<file path="config.mk">
export PLATFORM = sky130hd
export DESIGN_NAME = fixed_point_divider
export DESIGN_NICKNAME = d
export VERILOG_FILES = /design/src/rtl/fft_fixed_pkg.sv /design/src/rtl/fixed_point_divider_div_step.sv /design/src/rtl/fixed_point_divider.sv
export SDC_FILE = /design/constraint.sdc
export NUM_CORES = 1
export LEC_CHECK = 0
export BUFFER_PORTS_ARGS = -buffer_cell sky130_fd_sc_hd__buf_4
export CORE_ASPECT_RATIO = 2
export CORE_MARGIN = 2
export CORE_UTILIZATION = 61
export CTS_CLUSTER_SIZE = 16
export DETAILED_ROUTE_END_ITERATION = 10
export PLACE_DENSITY = 0.81
export SLEW_MARGIN = 20
export SYNTH_ARGS = -nofsm -noshare
export SYNTH_HDL_FRONTEND = slang
export SYNTH_SLANG_ARGS = --single-unit
</file>
<file path="constraint.sdc">
create_clock -name clk -period 8.95 [get_ports clk]
set_input_delay 0.895 -clock clk [delete_from_list [all_inputs] [get_ports clk]]
set_output_delay 0.895 -clock clk [all_outputs]
set_load 0.02 [all_outputs]
</file>
<file path="src/rtl/fft_fixed_pkg.sv">
// Shared fixed-point constants and FSM state type for the FFT datapath.
// Used by the multiplier, butterfly and divider blocks.
package fft_fixed_pkg;

  localparam int WIDTH = 16;
  localparam int FRAC  = WIDTH / 2;

  localparam logic [WIDTH-1:0] Q_MAX = {1'b0, {(WIDTH-1){1'b1}}};
  localparam logic [WIDTH-1:0] Q_MIN = {1'b1, {(WIDTH-1){1'b0}}};

  typedef enum logic [1:0] {
    IDLE = 2'd0,
    CALC = 2'd1,
    DONE = 2'd2
  } state_e;

endpackage

</file>
<file path="src/rtl/fixed_point_divider_div_step.sv">
// One restoring-division step: shift in a numerator bit, trial subtract.
// Produces the next partial remainder and one quotient bit.
module div_step #(
  parameter int WIDTH = 16
) (
  input  logic [WIDTH-1:0] rem,
  input  logic             num_bit,
  input  logic [WIDTH-1:0] dsr,
  output logic [WIDTH-1:0] rem_next,
  output logic             q_bit
);

  logic [WIDTH:0] trial;
  logic [WIDTH:0] diff;

  always_comb begin
    trial = {rem, num_bit};
    diff  = trial - {1'b0, dsr};
    q_bit = (trial >= {1'b0, dsr});
    rem_next = q_bit ? diff[WIDTH-1:0] : trial[WIDTH-1:0];
  end

endmodule

</file>
<file path="src/rtl/fixed_point_divider.sv">
// Iterative signed Q-format divider, one quotient bit per cycle.
// Sign/magnitude restoring division with saturation on the way out.
module fixed_point_divider #(
  parameter int WIDTH = fft_fixed_pkg::WIDTH,
  parameter int FRAC  = fft_fixed_pkg::FRAC
) (
  input  logic             clk,
  input  logic             rst,
  input  logic             in_valid,
  output logic             in_ready,
  input  logic [WIDTH-1:0] dividend,
  input  logic [WIDTH-1:0] divisor,
  output logic             out_valid,
  input  logic             out_ready,
  output logic [WIDTH-1:0] quotient,
  output logic             overflow,
  output logic             div_by_zero
);
  import fft_fixed_pkg::*;

  localparam int NW = WIDTH + FRAC;
  localparam int CW = $clog2(NW);
  localparam logic [WIDTH-1:0] QMAX = {1'b0, {(WIDTH-1){1'b1}}};
  localparam logic [WIDTH-1:0] QMIN = {1'b1, {(WIDTH-1){1'b0}}};
  localparam logic [NW-1:0] POS_LIM = NW'(QMAX);
  localparam logic [NW-1:0] NEG_LIM = NW'(QMIN);

  state_e          state;
  logic [CW-1:0]   cnt;
  logic [NW-1:0]   num;
  logic [NW-1:0]   qm;
  logic [WIDTH-1:0] rem;
  logic [WIDTH-1:0] dsr;
  logic            neg;
  logic            dz;
  logic            dvd_zero;

  logic [WIDTH-1:0] dvd_abs;
  logic [WIDTH-1:0] dsr_abs;
  logic [WIDTH-1:0] rem_nx;
  logic             q_bit;
  logic [WIDTH-1:0] res_q;
  logic             res_ov;

  div_step #(.WIDTH(WIDTH)) u_step (
    .rem      (rem),
    .num_bit  (num[NW-1]),
    .dsr      (dsr),
    .rem_next (rem_nx),
    .q_bit    (q_bit)
  );

  // |-2^(WIDTH-1)| wraps to 2^(WIDTH-1), which is correct as unsigned
  always_comb begin
    dvd_abs = dividend[WIDTH-1] ? -dividend : dividend;
    dsr_abs = divisor[WIDTH-1] ? -divisor : divisor;
  end

  always_comb begin
    res_q  = '0;
    res_ov = 1'b0;
    if (dz) begin
      res_q = dvd_zero ? '0 : (neg ? QMIN : QMAX);
    end else if (!neg) begin
      if (qm > POS_LIM) begin
        res_q  = QMAX;
        res_ov = 1'b1;
      end else begin
        res_q = qm[WIDTH-1:0];
      end
    end else begin
      if (qm > NEG_LIM) begin
        res_q  = QMIN;
        res_ov = 1'b1;
      end else begin
        res_q = -qm[WIDTH-1:0];
      end
    end
  end

  always_ff @(posedge clk or posedge rst) begin
    if (rst) begin
      state       <= IDLE;
      in_ready    <= 1'b1;
      out_valid   <= 1'b0;
      quotient    <= '0;
      overflow    <= 1'b0;
      div_by_zero <= 1'b0;
      cnt         <= '0;
      num         <= '0;
      qm          <= '0;
      rem         <= '0;
      dsr         <= '0;
      neg         <= 1'b0;
      dz          <= 1'b0;
      dvd_zero    <= 1'b0;
    end else begin
      unique case (state)
        IDLE: begin
          if (in_valid && in_ready) begin
            neg         <= dividend[WIDTH-1] ^ divisor[WIDTH-1];
            dsr         <= dsr_abs;
            num         <= NW'(dvd_abs) << FRAC;
            rem         <= '0;
            qm          <= '0;
            dz          <= (divisor == '0);
            dvd_zero    <= (dividend == '0);
            overflow    <= 1'b0;
            div_by_zero <= 1'b0;
            in_ready    <= 1'b0;
            cnt         <= CW'(NW - 1);
            state       <= (divisor == '0) ? DONE : CALC;
          end
        end
        CALC: begin
          rem <= rem_nx;
          num <= num << 1;
          qm  <= {qm[NW-2:0], q_bit};
          if (cnt == '0) state <= DONE;
          else cnt <= cnt - 1'b1;
        end
        DONE: begin
          // first DONE cycle forms the saturated result
          if (!out_valid) begin
            out_valid   <= 1'b1;
            quotient    <= res_q;
            overflow    <= res_ov;
            div_by_zero <= dz;
          end else if (out_ready) begin
            out_valid <= 1'b0;
            in_ready  <= 1'b1;
            state     <= IDLE;
          end
        end
        default: state <= IDLE;
      endcase
    end
  end

endmodule

</file>
-- Yosys cells after proc, flatten, opt, wreduce, memory -nomap -nowiden
Cells that the tools add are included.
W data, S select, Z words.
- flip-flop bits (word level): 110
- word-level logic and storage cells: 84
- bits of input ports: 36
- output and inout port bits: 20
- reductions and logical operators: 14
- equality and inequality tests: 8
- $lt $le $gt $ge: 3
- bitwise gates (word level): 2
- add/sub/neg operators: 5
- muxes and demuxes: 38
- operator list (kind ; count):
    $mux W16 ; 10
    $pmux W24 S2 ; 2
    $mux W24 ; 2
    $neg A16 Y16 ; 3
    $logic_not A16 Y1 ; 2
    $pmux W16 S2 ; 1
    $gt A24 B15 Y1 const B ; 1
    $gt A24 B16 Y1 const B ; 1
    $ge A17 B16 Y1 ; 1
    $sub A16 B16 Y16 ; 1
    $ne A2 B2 Y1 const B ; 6
    $mux W1 ; 11
    $mux W2 ; 5
    $mux W5 ; 2
    $pmux W5 S2 ; 1
    $reduce_and A4 Y1 ; 2
    $pmux W1 S2 ; 3
    $pmux W2 S3 ; 1
    $reduce_and A2 Y1 ; 3
    $reduce_and A3 Y1 ; 2
    $logic_not A5 Y1 ; 1
    $sub A5 B1 Y5 const B ; 1
    $reduce_bool A2 Y1 ; 2
    $eq A2 B1 Y1 const B ; 1
    other kinds (5) ; 5

-- Logic depth before layout (Yosys ltp)
Gate-level depths: netlist (run 1).
- depth in word-level cells: 6
- gate-level depth with buffers: 10
- depth with buffers taken out: 9

-- Cells and area by module
A second synthesis (run 1) with hierarchy kept.
- cell total of the unflattened synthesis: 747
- area, all modules: 6388.6 sq um
- modules (own cells, without submodules) (module ; area each (sq um) ; cells an instance ; seq. area each (sq um) ; instances):
    fixed_point_divider ; 5223.8 ; 591 ; 2553.7 ; 1
    div_step ; 1164.9 ; 156 ; 0.0 ; 1

-- Worst setup path before layout (run 1)
OpenSTA, ideal clock, no wires.
- path type: register -> register
- start point: register rem[7]
- end point: register rem[11]
- setup time: 134 ps
- arrival time: 2190 ps
- cell stages (with the launch flop): 10
- setup slack: 6626 ps
- period minus slack after synthesis: 2324 ps
- data required time: 8816 ps
- path buffers: 2
- path through: dfrtp_1 ha_1 buf_2 and3_1 and3_1 o21ai_1 a211o_1 clkbuf_1 a41oi_1 o31ai_1
- word-level cells in the longest chain between the ends: 3
- elaborated cells on any way between the ends: 4
- classes of those cells: 1 x add/sub; 1 x order compare; 2 x mux
- RTL lines (element ; RTL line ; RTL):
    from (decl) ; fixed_point_divider.sv:32 ; logic [WIDTH-1:0] rem;
    from (signal assigned) ; fixed_point_divider.sv:116 ; rem <= rem_nx;
    $sub A16 B16 Y16 or $ge A17 B16 Y1 (tied branches) ; fixed_point_divider_div_step.sv:18, fixed_point_divider_div_step.sv:19 ;
    $mux W16 * ; fixed_point_divider_div_step.sv:20 ; rem_next = q_bit ? diff[WIDTH-1:0] : trial[WIDTH-1:0];
    $pmux W16 S2 * ; fixed_point_divider.sv:98 ; unique case (state)
Every way passes the cells marked *; elsewhere a longest branch is shown, timed or not.
A chain may end at the register's enable or synchronous reset.

-- Worst setup path in the final report (run 1)
- start point: register rem[7]
- end point: register rem[9]
Same word-level chain as after synthesis.

==> metrics.csv, run 1 <==
metric,value,unit
floorplan.die_area,11320,sq um
cts.sinks,102,
io_buffers,55,
p_seq_frac,0.293,
fin_crit_sh,0.3155,
via_count,5901,
wl_per_cell,17.56,um
ant_nets,0,
ys_seq_area_frac,0.4011,
yosysWarnings,0,
hpwl,11970,um
status,"complete, no violations",
synthCells,755,
min_path_type,flip-flop to flip-flop,
die_h,148.5,um
first_pass_iters,5,
cellPowerDensity,394.1,nW/um^2
whs,0.4834,ns
cts_max_level,3,
p_clk_frac,0.137,
skew,0.01060,ns
cp.buffers_inverters,0,
grt_usage,0.2903,
async_flop_share,1.000,
cts_buffers,9,
fin_crit,2.823,ns
finish.utilization,0.7024,
area_delta_synth_final,11.97,%
ys_ff_latch,102,
worstSetupPathType,flip-flop to flip-flop,
maxSlewHeadroom,0.4603,
synthFlopType,dfrtp_1,
muxShareOfSynthArea,0.003144,
vias_per_cell,6.386,
antenna_found_initial,0,
dr.max_layer_used,met4,
maxCapViolCount,0,
first_global_vias,5739,
synth_top_family_by_area,compound AO/OA/AOI/OAI gates,
cp_top_family,compound AO/OA/AOI/OAI gates,
worstPathArrival,3.08,ns
globalplace.congestion,0.9432,
ios,56,
crit_fanout,9,
finalSetupViolCount,0,
drcViolationCount,0,
p_comb_frac,0.570,
endpoint_kind,flip-flop,
route.met2.wl,8955,um
wl,16220,um
clock_latency,0.35,ns
synth_xor_area_frac,0.05777,
net-switching-power,1.346,mW
rsz0062_at_grt,no,
critPathRequiredTime,9.21,ns
p_int,1.464,mW
syn_area,6367,sq um
hold_viol,0,
syn_nets,813,
p_leak,3.194,nW
met1_length,5943,um
crit_top_cell,and3_1,
clock.fmax,0.3542,GHz
cts_resized,0,
cts_tree,done,
drt_iter0_markers,424,
post_cts_buffers,0,
peakVddDrop,0.0002165,V
drive_above_1_share,0.1191,
synth_compound_area_frac,0.2313,
dieWidth,76.25,um
yosys.area_share.adder,0.04441,
final_common_cell,nand2_1,
start_util,0.6273,
yosys.area_share.simple,0.2144,
timing.final.max_slew_violations,0,
synthDistinctLibCells,64,
postSynthAreaPerCell,8.434,sq um
clockBufferDepth,2,
cpMaxStageDelayCell,a211oi_2,
clk_pin_slew,0.08,ns
nets,842,
grt_start_max_net_pins,55,
power,2.810,mW
synth-edff-count,0,
row_count,52,
num_antenna_cells,0,
fill_cells,851,
coreArea,10150,sq um
setup_tns,0,ns
switching_share,0.4790,
grt.overflow.total,0,
tightest_slew,0.8065,ns
wl_met3,614,um
path_cells,ha_1 > and3_1 > and3_1 > o21ai_1 > a211oi_2 > nor2_1 > o31ai_1,
cp_slowest_stage_delay,0.56,ns
cts_root_buf,clkbuf_16,
cp-start-kind,flip-flop,
most-common-layout-cells,"120 x nand2_1, 101 x dfrtp_1, 70 x o21ai_0",
grt_pass1_wl,26610,um
ctsHoldBuffers,0,
==> cells in the mapped netlist (6+ instances only) <==
library cell / number / area, sq um
nand2_1: 121 / 454.2
dfrtp_1: 101 / 2527
o21ai_0: 71 / 355.3
clkbuf_1: 40 / 150.1
nand3_1: 40 / 200.2
nor2_1: 40 / 150.1
inv_1: 35 / 131.4
a21oi_1: 26 / 130.1
xnor2_1: 24 / 210.2
o31ai_1: 23 / 172.7
ha_1: 21 / 262.8
nor3_1: 19 / 95.09
xor2_1: 18 / 157.7
a31oi_1: 16 / 100.1
nand4_1: 13 / 81.33
o211ai_1: 12 / 90.09
a22oi_1: 11 / 82.58
nor4_1: 10 / 62.56
nand2b_1: 9 / 56.30
a21o_1: 8 / 60.06
and3_1: 7 / 43.79
o41ai_1: 7 / 61.31
a41oi_1: 6 / 52.55
nor2b_1: 6 / 37.54
==> cell families (layout without fill, tap and decap cells) <==
kind of cell             after synthesis  count (layout)
flip-flops                           102             102
buffers and inverters                 79             113
XOR/XNOR                              42              42
AND/OR/NAND/NOR                      284             284
adder cells (fa/ha/maj)               22              22
AO/OA/AOI/OAI                        224             224
multiplexers                           2               2
==> metal layers <==
metal | track usage | vias up
met5 | 0 | -
met4 | 0.1600 | 0
met3 | 0.03519 | 47
met2 | 0.5535 | 189
met1 | 0.3033 | 2877
li1 | - | 2788
==> cell type report <==
cell class | instances | area [sq um] | share of cell area
multi-input combinational | 574 | 3518 | 0.4935
sequential | 102 | 2554 | 0.3582
timing repair buffer | 62 | 465.4 | 0.06529
clock buffer | 10 | 239.0 | 0.03352
tap | 135 | 168.9 | 0.02369
inverter | 35 | 133.9 | 0.01878
clock inverter | 6 | 50.05 | 0.007020
==> through the flow <==
step,std cells,cell area [sq um],setup slack [ns]
floorplan,755,6367,5.381
global placement,908,6840,6.341
detailed placement,908,6840,6.255
CTS,924,7129,6.187
global route,924,7129,5.907
finish,924,7129,6.127
==> worst paths after layout <==
path	start	to	slack, ns	cells after the start
worst max register to register	rem[7]$_DFFE_PP0P_	rem[9]$_DFFE_PP0P_	6.13	7
min in group asynchronous	rst	qm[6]$_DFFE_PP0P_	0.63	2
worst min-delay path	dsr[4]$_DFFE_PP0P_	dsr[4]$_DFFE_PP0P_	0.48	2
worst min register to register	dsr[4]$_DFFE_PP0P_	dsr[4]$_DFFE_PP0P_	0.48	2
max in group asynchronous	rst	num[17]$_DFFE_PP0P_	7.22	3
worst max-delay path	rem[7]$_DFFE_PP0P_	rem[9]$_DFFE_PP0P_	6.13	7
==> flip-flops by register name (all words and copies together), names as in the netlist <==
| register | count |
|---|---|
| dvd_zero | 1 |
| overflow | 1 |
| in_ready | 1 |
| neg | 1 |
| cnt | 5 |
| div_by_zero | 1 |
| dsr | 16 |
| dz | 1 |
| out_valid | 1 |
| num | 16 |
| qm | 24 |
| state | 2 |
| quotient | 16 |
| rem | 16 |
==> worst register-to-register path, cell delays in order (launching register included) <==
cell	delay, ns
dfrtp_1	0.41
ha_1	0.46
and3_1	0.28
and3_1	0.30
o21ai_1	0.15
a211oi_2	0.57
nor2_1	0.27
o31ai_1	0.29
==> power by group through the flow <==
stage               clock (mW)  combinational [mW]  sequential, mW
floorplan                    0                1.19           0.799
global placement             0                1.52           0.814
detailed placement           0                1.57           0.826
CTS                      0.389                1.58           0.819
global route             0.410                1.76           0.850
finish                   0.386                1.60           0.824
Power figures use the tool's default switching activity.
==> run 2, diff against run 1 <==
CORE_UTILIZATION = 60   (was 61)
PLACE_DENSITY = 0.8   (was 0.81)
clock period = 2.6 ns   (was 8.95 ns; I/O delays follow)
==> run 2 against run 1 <==
Effect of this change: final cell count is 3.5% higher; global-route usage is 3.5 points higher; sequential cell count unchanged; register-to-register slack worse by 6.0 ns; routed wire length increased by 13%; count of clock-buffer cells in the layout is the same; clock skew is 0.0026 ns higher.
==> metrics.csv, run 2 (synthesized netlist as in run 1, its figures left out) <==
metric,value,unit
cts.sinks,102,
first_pass_iters,5,
worstSetupPathType,flip-flop to flip-flop,
drcViolationCount,0,
min_path_cells,4,
reg2reg_to,rem[6]$_DFFE_PP0P_,
critPathRequiredTime,2.85,ns
reg2reg_depth,10,
dieWidth,76.85,um
grt_start_max_net_pins,48,
peakVddDrop,0.0008241,V
drive_above_1_share,0.1538,
drt_iter0_markers,526,
r2r-start,dsr[6]$_DFFE_PP0P_,
io_buffers,55,
worstPathArrival,2.75,ns
die_h,149.7,um
cts_tree,done,
most-common-layout-cells,"120 x nand2_1, 101 x dfrtp_1, 91 x buf_4",
cts_max_level,3,
via_count,6066,
worstHoldStart,in_valid,
floorplan.die_area,11500,sq um
final_common_cell,nand2_1,
tightest_slew,0.8210,ns
hold_viol,0,
cellPowerDensity,1399,nW/um^2
area_delta_synth_final,15.76,%
wl,18290,um
pre_cts_ws,0.07658,ns
clk_pin_slew,0.07,ns
hpwl,13850,um
maxCapViolCount,0,
fin_crit,2.498,ns
finalSetupViolCount,0,
min_to,in_ready$_DFFE_PP1P_,
num_antenna_cells,0,
clock.fmax,0.4004,GHz
wl_per_cell,19.13,um
coreArea,10410,sq um
maxSlewHeadroom,0.4476,
cts_root_buf,clkbuf_16,
globalplace.congestion,0.9819,
fin_crit_sh,0.9607,
endpoint_kind,flip-flop,
grt_pass1_wl,29410,um
grt_usage,0.3257,
min_path_type,input port to flip-flop,
largest_register_ffs,24,
ios,56,
regToRegSetupSlack,0.10,ns
cts_buffers,9,
ant_nets,0,
grt.overflow.total,0,
setup_slack,0.1022,ns
clock_latency,0.36,ns
timing.final.max_slew_violations,0,
nets,872,
p_leak,3.338,nW
regMostFlops,qm,
status,"complete, no violations",
vias_per_cell,6.345,
cp-start-kind,flip-flop,
clockBufferDepth,2,
skew,0.01316,ns
layout.cells.non_filler,956,
antenna_found_initial,0,
numPlacedInstances,936,
start_util,0.6116,
first_global_vias,6205,
row_count,53,
crit_fanout,9,
[run 2: worst max-delay path by stage]
stage	cells after the start	slack [ns]	from	endpoint
floorplan	9	0.28	rem[7]$_DFFE_PP0P_	rem[11]$_DFFE_PP0P_
global placement	8	0.10	qm[0]$_DFFE_PP0P_	quotient[8]$_DFFE_PP0P_
detailed placement	8	0.08	qm[1]$_DFFE_PP0P_	quotient[8]$_DFFE_PP0P_
CTS	8	0.04	dsr[1]$_DFFE_PP0P_	rem[0]$_DFFE_PP0P_
global route	7	-0.02	rem[6]$_DFFE_PP0P_	rem[15]$_DFFE_PP0P_
finish	10	0.10	dsr[6]$_DFFE_PP0P_	rem[6]$_DFFE_PP0P_
[run 2: what timing repair did]
| item | in CTS | in global routing |
|---|---|---|
| gates resized for setup | 0 | 3 |
| hold buffers | 1 | 0 |
| endpoints found under the hold margin | 2 | 0 |
| setup endpoints to repair | 0 | 18 |
| buffers inserted | 0 | 3 |
[run 2: layer usage]
metal / global-route usage / vias to the layer above / share of wire
li1: - / 2853 / -
met1: 0.3275 / 2918 / 0.35
met2: 0.6092 / 228 / 0.55
met3: 0.03197 / 67 / 0.037
met4: 0.2418 / 0 / 0.063
met5: 0 / - / 0
[run 2: critical path: stages (launching register included)]
cell	delay, ns
dfrtp_1	0.37
inv_1	0.05
ha_1	0.35
and3_1	0.24
and3_1	0.28
o21ai_1	0.15
a211oi_2	0.23
buf_4	0.19
nor2_1	0.09
buf_4	0.19
o31ai_1	0.25
[run 2: layout make-up]
type                    count  area [sq um]
fillers                   842          3040
flip-flops and latches    102          2554
inverters                  35         135.1
well taps                 137         171.4
clock buffers              10         239.0
multi-input cells         574          3526
repair buffers             92         693.2
clock inverters             6         52.55
[run 2: per-stage QoR]
stage | util | hold WS [ns] | total power, mW | area (sq um) | setup TNS, ns
floorplan | - | 0.4259 | 6.837 | 6371 | 0
global placement | 0.6761 | 0.1492 | 8.599 | 7039 | 0
detailed placement | 0.6761 | 0.1515 | 8.805 | 7039 | 0
CTS | 0.7051 | 0.2071 | 10.15 | 7341 | 0
global route | 0.7080 | 0.2078 | 11.05 | 7371 | -0.01676
finish | 0.7080 | 0.2070 | 10.31 | 7371 | 0
[run 2: power by group]
part / leakage [nW] / switching [mW] / internal, mW
Combinational: 1.92 / 3.71 / 2.49
Sequential: 1.28 / 0.545 / 2.23
Clock: 0.138 / 0.645 / 0.691
==> run 3, diff against run 2 <==
SYNTH_HIERARCHICAL = 1   (was not set)
==> run 3 against run 2 <==
Effect of this change: design area rose by 0.27%; sequential power fell by 43%; via count down 2.8%; power is 71% lower; global-route usage shrank 2.3 points.
==> metrics.csv, run 3 <==
metric,value,unit
cts_tree,done,
regMostFlops,qm,
critPathRequiredTime,2.83,ns
p_seq_frac,0.522,
io_buffers,55,
nets,858,
drt_iter0_markers,391,
crit_fanout,13,
maxSlewHeadroom,0.5311,
min_path_type,input port to asynchronous set/reset pin,
dieWidth,76.97,um
timing.final.max_slew_violations,0,
peakVddDrop,0.0003384,V
async_flop_share,1.000,
vias_per_cell,6.259,
worstPathArrival,2.78,ns
whs,0.01978,ns
clockBufferDepth,2,
net-switching-power,0.6759,mW
first_pass_iters,5,
hold_viol,0,
synth-edff-count,0,
start_util,0.6136,
clk_pin_slew,0.07,ns
cts_root_buf,clkbuf_16,
floorplan.die_area,11540,sq um
fill_cells,815,
ys_ff_latch,102,
cellPowerDensity,411.0,nW/um^2
tightest_slew,0.6987,ns
clock.fmax,0.3916,GHz
first_global_vias,5850,
synth.most_common_cell,nand2_1,
worstSetupPathType,flip-flop to flip-flop,
synthCells,747,
cts_max_level,3,
cp-start-kind,flip-flop,
area_delta_synth_final,15.69,%
endpoint_kind,flip-flop,
p_comb_frac,0.058,
fin_crit_sh,0.9821,
wl,16760,um
via_count,5896,
p_int,2.362,mW
die_h,149.9,um
syn_area,6389,sq um
status,"complete, no violations",
synthDistinctLibCells,73,
reg2reg_depth,11,
synthTopCellsByArea,"dfrtp_1 40%, nand2_1 7.8%, o21ai_0 5.1%",
most-common-layout-cells,"132 x nand2_1, 101 x dfrtp_1, 81 x buf_4",
fin_area,7391,sq um
netlist.area_leader.share,0.3956,
globalplace.congestion,0.9437,
grt_usage,0.3027,
ys_top_cells_by_count,"132 x nand2_1, 101 x dfrtp_1, 65 x o21ai_0",
skew,0.01116,ns
drcViolationCount,0,
grt.overflow.total,0,
maxCapViolCount,0,
hpwl,12180,um
antenna_found_initial,0,
row_count,53,
coreArea,10410,sq um
drive_above_1_share,0.1665,
cts_buffers,9,
largest_register_ffs,24,
synthFlopType,dfrtp_1,
grt_start_max_net_pins,45,
p_leak,3.127,nW
cts.sinks,102,
yosysWarnings,6,
switching_share,0.2225,
ant_nets,0,
wl_per_cell,17.79,um
p_clk_frac,0.420,
fin_crit,2.554,ns
clock_latency,0.35,ns
postSynthAreaPerCell,8.552,sq um
ios,56,
place_area,7049,sq um
grt_pass1_wl,27930,um
finalSetupViolCount,0,
ctsHoldBuffers,0,
yosys.area.top_type,dfrtp_1,
final_common_cell,nand2_1,
ys_seq_area_frac,0.3997,
syn_nets,805,
num_antenna_cells,0,
==> run 3: changes by cell type after synthesis, moves of 9 or more <==
cell     previous run  this run
nor2_1             40        29
nand4_1            13         4
nand3_1            40        49
or3_1               1        10
o31ai_1            23        12
nand2_1           121       132
==> run 3: power by group through the flow <==
| stage | Sequential [mW] | Combinational (mW) | Clock, mW |
|---|---|---|---|
| finish | 1.59 | 0.176 | 1.28 |
| detailed placement | 1.62 | 0.177 | 0 |
| global route | 1.58 | 0.196 | 1.36 |
| CTS | 1.59 | 0.178 | 1.31 |
| global placement | 1.62 | 0.170 | 0 |
| floorplan | 1.62 | 0.0848 | 0 |
==> run 3: cell families after synthesis <==
kind of cell             share of synthesized area
AND/OR/NAND/NOR                             0.2133
buffers and inverters                      0.05543
multiplexers                               0.03388
AO/OA/AOI/OAI                               0.1917
XOR/XNOR                                   0.06169
flip-flops                                  0.3997
adder cells (fa/ha/maj)                    0.04426
==> run 3: metrics by stage <==
| step | total power, mW | util | TNS, ns | worst slack (ns) | instances |
|---|---|---|---|---|---|
| 2_1_floorplan | 1.702 | - | 0 | 0.08724 | 747 |
| 3_3_place_gp | 1.786 | 0.6771 | 0 | 0.06148 | 921 |
| 3_5_place_dp | 1.793 | 0.6771 | 0 | 0.008071 | 921 |
| 4_1_cts | 3.069 | 0.7042 | 0 | 0.01279 | 937 |
| 5_1_grt | 3.143 | 0.7099 | -0.02211 | -0.01607 | 942 |
| 6_report | 3.037 | 0.7099 | 0 | 0.04647 | 942 |
==> run 3: path summary, 6_finish.rpt <==
| check | start | endpoint | slack, ns |
|---|---|---|---|
| max in group asynchronous | rst | in_ready$_DFFE_PP1P_ | 1.86 |
| worst max register to register | dsr[14]$_DFFE_PP0P_ | rem[7]$_DFFE_PP0P_ | 0.05 |
| min in group clk | dividend[0] | num[8]$_DFFE_PP0P_ | 0.23 |
| worst min register to register | dsr[14]$_DFFE_PP0P_ | dsr[14]$_DFFE_PP0P_ | 0.49 |
| worst min-delay path | rst | rem[13]$_DFFE_PP0P_ | 0.02 |
| worst max-delay path | dsr[14]$_DFFE_PP0P_ | rem[7]$_DFFE_PP0P_ | 0.05 |
==> run 3: timing repair <==
item | CTS | global route
endpoints found under the setup margin | 4 | 27
pin swaps | 0 | 3
gates resized for setup | 1 | 6
buffers inserted | 0 | 5
==> run 3: layout make-up <==
class	instances	area [sq um]	area share
clock buffers	13	260.3	0.03521
flip-flops and latches	102	2554	0.3455
inverters	41	165.2	0.02235
clock inverters	3	20.02	0.002709
repair buffers	86	708.2	0.09582
well taps	137	171.4	0.02319
multi-input cells	560	3512	0.4752
==> run 3: worst max-delay path, stage by stage (launching register included) <==
cell and delay (ns):
dfrtp_1 0.38, inv_1 0.12, ha_1 0.26, a21o_1 0.19, a211o_1 0.31, a41o_1 0.27
a31oi_4 0.20, o21a_4 0.21, inv_8 0.09, mux2_4 0.30, nand2_1 0.07, nand2_1 0.05
==> run 3: routing by layer <==
layer / part of all wire / up-vias / wire, um / GRT usage
met2: 0.55 / 229 / 9172 / 0.5592
met5: 0 / - / 0 / 0
met3: 0.038 / 66 / 645 / 0.03197
met4: 0.048 / 0 / 812 / 0.1691
li1: - / 2756 / - / -
met1: 0.37 / 2845 / 6129 / 0.3335
